## config.mk

```make
export PLATFORM = sky130hd
export DESIGN_NAME = cla_pipe
export DESIGN_NICKNAME = d
export VERILOG_FILES = /design/src/rtl/cla_pipe.sv
export SDC_FILE = /design/constraint.sdc
export NUM_CORES = 1
export LEC_CHECK = 0
export CAP_MARGIN = 20
export CORE_UTILIZATION = 30
export DETAILED_ROUTE_END_ITERATION = 8
export PLACE_DENSITY = 0.55
export SETUP_SLACK_MARGIN = 0.1
export SLEW_MARGIN = 15
export SYNTH_ARGS = -nofsm -noshare
export SYNTH_HDL_FRONTEND = slang
export SYNTH_SLANG_ARGS = --single-unit
export TNS_END_PERCENT = 10
```

## constraint.sdc

```tcl
create_clock -name clk -period 10.4 [get_ports clk]
set_input_delay 3.12 -clock clk [delete_from_list [all_inputs] [get_ports clk]]
set_output_delay 3.12 -clock clk [all_outputs]
set_load 0.03 [all_outputs]
```

## src/rtl/cla_pipe.sv

```systemverilog
// cla_pipe: pipelined carry-lookahead adder/subtractor built from 4-bit
// full-lookahead groups, GROUPS_PER_STAGE groups resolved per register stage,
// valid/ready handshake on both sides.
// Optional feature: define CLA_PIPE_SAT_EN for signed saturation of the result.
module cla_pipe #(
    parameter int unsigned WIDTH            = 16,
    parameter int unsigned GROUPS_PER_STAGE = 1
) (
    input  logic             clk,
    input  logic             rst,
    input  logic             in_valid,
    output logic             in_ready,
    input  logic [WIDTH-1:0] a,
    input  logic [WIDTH-1:0] b,
    input  logic             cin,
    input  logic             sub,
    output logic             out_valid,
    input  logic             out_ready,
    output logic [WIDTH-1:0] sum,
    output logic             cout,
    output logic             ovf
);

    localparam int unsigned NGROUP = WIDTH / 4;
    localparam int unsigned GPS    = (GROUPS_PER_STAGE == 0) ? 1 : GROUPS_PER_STAGE;
    localparam int unsigned NSTAGE = (NGROUP / GPS == 0) ? 1 : NGROUP / GPS;
    localparam int unsigned SW     = 4 * GPS;

    // Reject unsupported configurations at elaboration
    if (WIDTH < 4 || (WIDTH % 4) != 0 || GROUPS_PER_STAGE == 0 || (NGROUP % GPS) != 0) begin : g_bad_cfg
        $error("cla_pipe: WIDTH must be a multiple of 4 (>=4) and GROUPS_PER_STAGE must divide WIDTH/4");
    end

    // Full lookahead carries c1..c4 of one 4-bit group, no internal ripple
    function automatic logic [4:1] grp_carry(input logic [3:0] p, input logic [3:0] g,
                                             input logic c0);
        logic [4:1] c;
        c[1] = g[0] | (p[0] & c0);
        c[2] = g[1] | (p[1] & g[0]) | (p[1] & p[0] & c0);
        c[3] = g[2] | (p[2] & g[1]) | (p[2] & p[1] & g[0]) | (p[2] & p[1] & p[0] & c0);
        c[4] = g[3] | (p[3] & g[2]) | (p[3] & p[2] & g[1]) | (p[3] & p[2] & p[1] & g[0])
             | (p[3] & p[2] & p[1] & p[0] & c0);
        return c;
    endfunction

    // Per-stage registers: operands travel with the beat, sum fills in slice by slice
    logic             st_vld [NSTAGE];
    logic [WIDTH-1:0] st_a   [NSTAGE];
    logic [WIDTH-1:0] st_b   [NSTAGE];
    logic [WIDTH-1:0] st_s   [NSTAGE];
    logic             st_c   [NSTAGE];
    logic             st_ovf [NSTAGE];

    logic en;

    // Whole pipeline advances unless a finished result is waiting on the consumer
    assign en        = !st_vld[NSTAGE-1] || out_ready;
    assign in_ready  = en;
    assign out_valid = st_vld[NSTAGE-1];
    assign sum       = st_s[NSTAGE-1];
    assign cout      = st_c[NSTAGE-1];
    assign ovf       = st_ovf[NSTAGE-1];

    for (genvar k = 0; k < NSTAGE; k++) begin : g_stage
        logic             vld_i;
        logic [WIDTH-1:0] a_i;
        logic [WIDTH-1:0] b_i;
        logic [WIDTH-1:0] s_i;
        logic             c_i;
        logic [GPS:0]     gc;
        logic [SW-1:0]    gs;
        logic             cm;
        logic [WIDTH-1:0] s_n;
        logic [WIDTH-1:0] res_n;
        logic             c_n;
        logic             ovf_n;

        if (k == 0) begin : g_first
            // Subtraction is A + ~B + 1
            assign vld_i = in_valid;
            assign a_i   = a;
            assign b_i   = sub ? ~b : b;
            assign s_i   = '0;
            assign c_i   = sub | cin;
        end else begin : g_next
            assign vld_i = st_vld[k-1];
            assign a_i   = st_a[k-1];
            assign b_i   = st_b[k-1];
            assign s_i   = st_s[k-1];
            assign c_i   = st_c[k-1];
        end

        assign gc[0] = c_i;

        for (genvar j = 0; j < GPS; j++) begin : g_grp
            localparam int unsigned LO = (k * GPS + j) * 4;
            logic [3:0] p;
            logic [3:0] g;
            logic [4:1] c;

            // One 4-bit group; group carry hands off to the next group in this stage
            assign p              = a_i[LO +: 4] ^ b_i[LO +: 4];
            assign g              = a_i[LO +: 4] & b_i[LO +: 4];
            assign c              = grp_carry(p, g, gc[j]);
            assign gs[4*j +: 4]   = p ^ {c[3:1], gc[j]};
            assign gc[j+1]        = c[4];
            if (j == GPS - 1) begin : g_msb
                assign cm = c[3];
            end
        end

        assign c_n   = gc[GPS];
        assign ovf_n = cm ^ c_n;

        // Merge this stage's slice into the partially resolved sum
        always_comb begin
            s_n = s_i;
            s_n[k*SW +: SW] = gs;
        end

        if (k == NSTAGE - 1) begin : g_out
`ifdef CLA_PIPE_SAT_EN
            localparam logic [WIDTH-1:0] SMAX = {1'b0, {(WIDTH-1){1'b1}}};
            localparam logic [WIDTH-1:0] SMIN = {1'b1, {(WIDTH-1){1'b0}}};
            // Clamp toward the sign of A on signed overflow
            always_comb begin
                res_n = s_n;
                if (ovf_n) res_n = a_i[WIDTH-1] ? SMIN : SMAX;
            end
`else
            assign res_n = s_n;
`endif
        end else begin : g_mid
            assign res_n = s_n;
        end

        // Stage register: cleared by reset, frozen while the pipeline is stalled
        always_ff @(posedge clk) begin
            if (rst) begin
                st_vld[k] <= 1'b0;
                st_a[k]   <= '0;
                st_b[k]   <= '0;
                st_s[k]   <= '0;
                st_c[k]   <= 1'b0;
                st_ovf[k] <= 1'b0;
            end else if (en) begin
                st_vld[k] <= vld_i;
                st_a[k]   <= a_i;
                st_b[k]   <= b_i;
                st_s[k]   <= res_n;
                st_c[k]   <= c_n;
                st_ovf[k] <= ovf_n;
            end
        end
    end

endmodule
```

==> results.yml <==
yosys:
  ys.flop_type: "edfxtp_1"
  yosysWarnings: 0
  synth_common_cells: "edfxtp_1 (97), and3_1 (66), nor2_1 (23)"
  synthTopCellsByArea: "edfxtp_1 (66%), and3_1 (9.4%), ha_1 (4.5%)"
  ys_ff_latch: 97
  yosysMostFrequentCell: "edfxtp_1"
  synth_nets: 369
  yosysTopAreaCell: "edfxtp_1"
  postSynthCellCount: 311
  syn_area_per_cell_um2: 14.18
  synth.distinct_cells: 38
  ys_seq_area_frac: 0.6606
  synth_top_area_share: 0.6606
  async_flop_share: 0
  synth_edf_count: 97
  syn_area_um2: 4409
power:
  leakage_nw: 2.385
  ir_worst_vdd_mv: 0.08258
  p_per_area_nw_per_um2: 161.8
placed_design:
  hpwl_um: 4263
  preCtsSetupSlack_ns: 2.926
  io_buffers: 57
  place_congestion: 0.6974
route:
  vias: 2469
  routed_wl_um: 6917
  wl_per_cell_um: 12.67
  dr.first_iter.drc_count: 128
  via_per_inst: 4.522
  ant_nets: 0
  firstDrtPassIters: 4
  post-route-drc-count: 0
sta:
  fmax_ghz: 0.1336
  max_slew_margin: 0.3574
  finalSetupTns_ns: 0
  finalHoldViolCount: 0
  setup_viol: 0
  max_slew.worst_pin.slew_ns: 0.9609
  rsz0062_at_grt: "no"
  min_period_ns: 7.487
  timing.final.crit_share: 0.7199
  finClkSkew_ns: 0.006136
  layout_setup_ws_ns: 2.913
  slew_violations: 0
clock_tree:
  cts_tree: "done"
  cts.path.max_buffers: 2
  clkLatencyLatePin_ns: 0.33
  cts_resized: 0
  htree_levels: 3
  clkSlewWorstSetupHoldPaths_ns: 0.06
  root_buffer: "clkbuf_16"
  hold_buffers: 0
  numCtsBuffers: 9
  cts_setup_buffers: 0
  cts_num_sinks: 97
finish:
  antenna_cells: 0
  syn_to_final_growth_pct: 22.42
  drive_gt1_frac: 0.06284
  layout.nets: 420
  nFillCells: 1367
critical_path:
  cp_common_cell: "clkdlybuf4s50_1"
  cp_max_fo: 3
  critPathLaunch: "out_ready"
  start_kind: "input pin"
  crit_path_cell_trace: "clkdlybuf4s50_1 > nand2b_4 > clkdlybuf4s50_1"
  cp.arrival_ns: 4.37
  crit_family: "buffers and inverters"
  slowest_delay_ns: 0.67
  rr_startpoint: "st_vld[1][1]"
  end_kind: "output port"
  path_class: "in -> out"
  critical_path_buf_inv_count: 2
  cp.required_ns: 7.28
  slowest_stage: "clkdlybuf4s50_1"
floorplan:
  coreArea_um2: 14100
  die_w_um: 123.2
  rows: 43
  die_area_um2: 15190
  initial_core_util: 0.3128
  die_h_um: 123.2
  io_pins: 58
global_routing:
  grt_pass1_vias: 2356
  grt_usage: 0.09910
  grt_max_degree: 78
  grt_pass1_wl_um: 11250
  antenna_found_initial: 0
  grt_overflow_total: 0
hold_path:
  hp-start: "st_s[1][6]"
  hold_path_class: "reg -> reg"
run:
  max_cap_viol_count: 0
run_status:
  status: "finished clean"
-- state kept, by name, indices dropped and copies added, names as in the netlist --
signal	count
st_vld	4
st_b	24
st_ovf	1
st_s	40
st_a	24
st_c	4
-- logic make-up after synthesis --
| kind of cell | Yosys count | share of synthesized area |
|---|---|---|
| AO/OA/AOI/OAI | 27 | 0.04767 |
| XOR/XNOR | 20 | 0.03973 |
| adder cells (fa/ha/maj) | 20 | 0.06356 |
| buffers and inverters | 34 | 0.03831 |
| flip-flops | 97 | 0.6606 |
| multiplexers | 5 | 0.01135 |
| AND/OR/NAND/NOR | 108 | 0.1388 |
-- per-layer routing --
metal,GRT usage,wire (µm),vias to the layer above
li1,-,-,1248
met1,0.1202,3279,1168
met2,0.1603,3196,45
met3,0.02721,326,8
met4,0.05271,114,0
met5,0,0,-
-- cells in the final DEF, fill, tap and decap left out, drive strengths merged --
| cell | count |
|---|---|
| a211o | 4 |
| a211oi | 2 |
| a21o | 4 |
| a21oi | 4 |
| a221oi | 1 |
| a22oi | 1 |
| and2 | 1 |
| and3 | 66 |
| buf | 3 |
| bufinv | 1 |
| clkbuf | 12 |
| clkdlybuf4s50 | 57 |
| clkinv | 1 |
| clkinvlp | 1 |
| edfxtp | 97 |
| fa | 4 |
| ha | 16 |
| inv | 14 |
| mux2i | 5 |
| nand2 | 3 |
| nand2b | 2 |
| nand3 | 8 |
| nand3b | 3 |
| nor2 | 23 |
| nor3 | 2 |
| o211ai | 1 |
| o21a | 3 |
| o21ai | 4 |
| o21ba | 1 |
| o2bb2ai | 2 |
| xnor2 | 12 |
| xor2 | 8 |
-- where the power goes --
group	total [W]	switching [W]	internal, W
combinational	0.0000908	0.0000446	0.0000462
sequential	0.000468	0.00000720	0.000460
clock	0.000315	0.000130	0.000185
total	0.000873	0.000182	0.000691
-- worst register-to-register path, stage by stage (launching register included) --
cell and delay (ns):
edfxtp_1 0.43, nand2b_4 0.10, nand2b_4 0.51, buf_4 0.66
-- per-stage QoR --
stage          utilization  total power [W]  instance area (µm²)  hold slack, ns  instances
2_1_floorplan            -        0.0005354                 4409          0.5279        311
3_3_place_gp        0.3631        0.0005665                 5119          0.5301        531
3_5_place_dp        0.3631        0.0005686                 5119          0.5351        531
4_1_cts             0.3829        0.0008856                 5398          0.5505        546
5_1_grt             0.3829        0.0009119                 5398          0.5565        546
6_report            0.3829        0.0008735                 5398          0.5487        546
-- worst paths after layout --
| kind | to | slack, ns | depth (start not counted) |
|---|---|---|---|
| worst max-delay path | in_ready | 2.91 | 3 |
| worst min-delay path | st_s[2][6] | 0.55 | 1 |
| worst max register to register | st_b[0][8] | 8.28 | 3 |
| worst min register to register | st_s[2][6] | 0.55 | 1 |
-- layout make-up --
type	instances	area [µm²]	share of cell area
clock buffer	12	236.5	0.04381
sequential	97	2913	0.5396
inverter	14	52.55	0.009736
timing repair buffer	60	593.1	0.1099
multi-input combinational	180	1335	0.2473
tap	180	225.2	0.04172
clock inverter	3	42.54	0.007881
(Power assumes the default switching activity.)
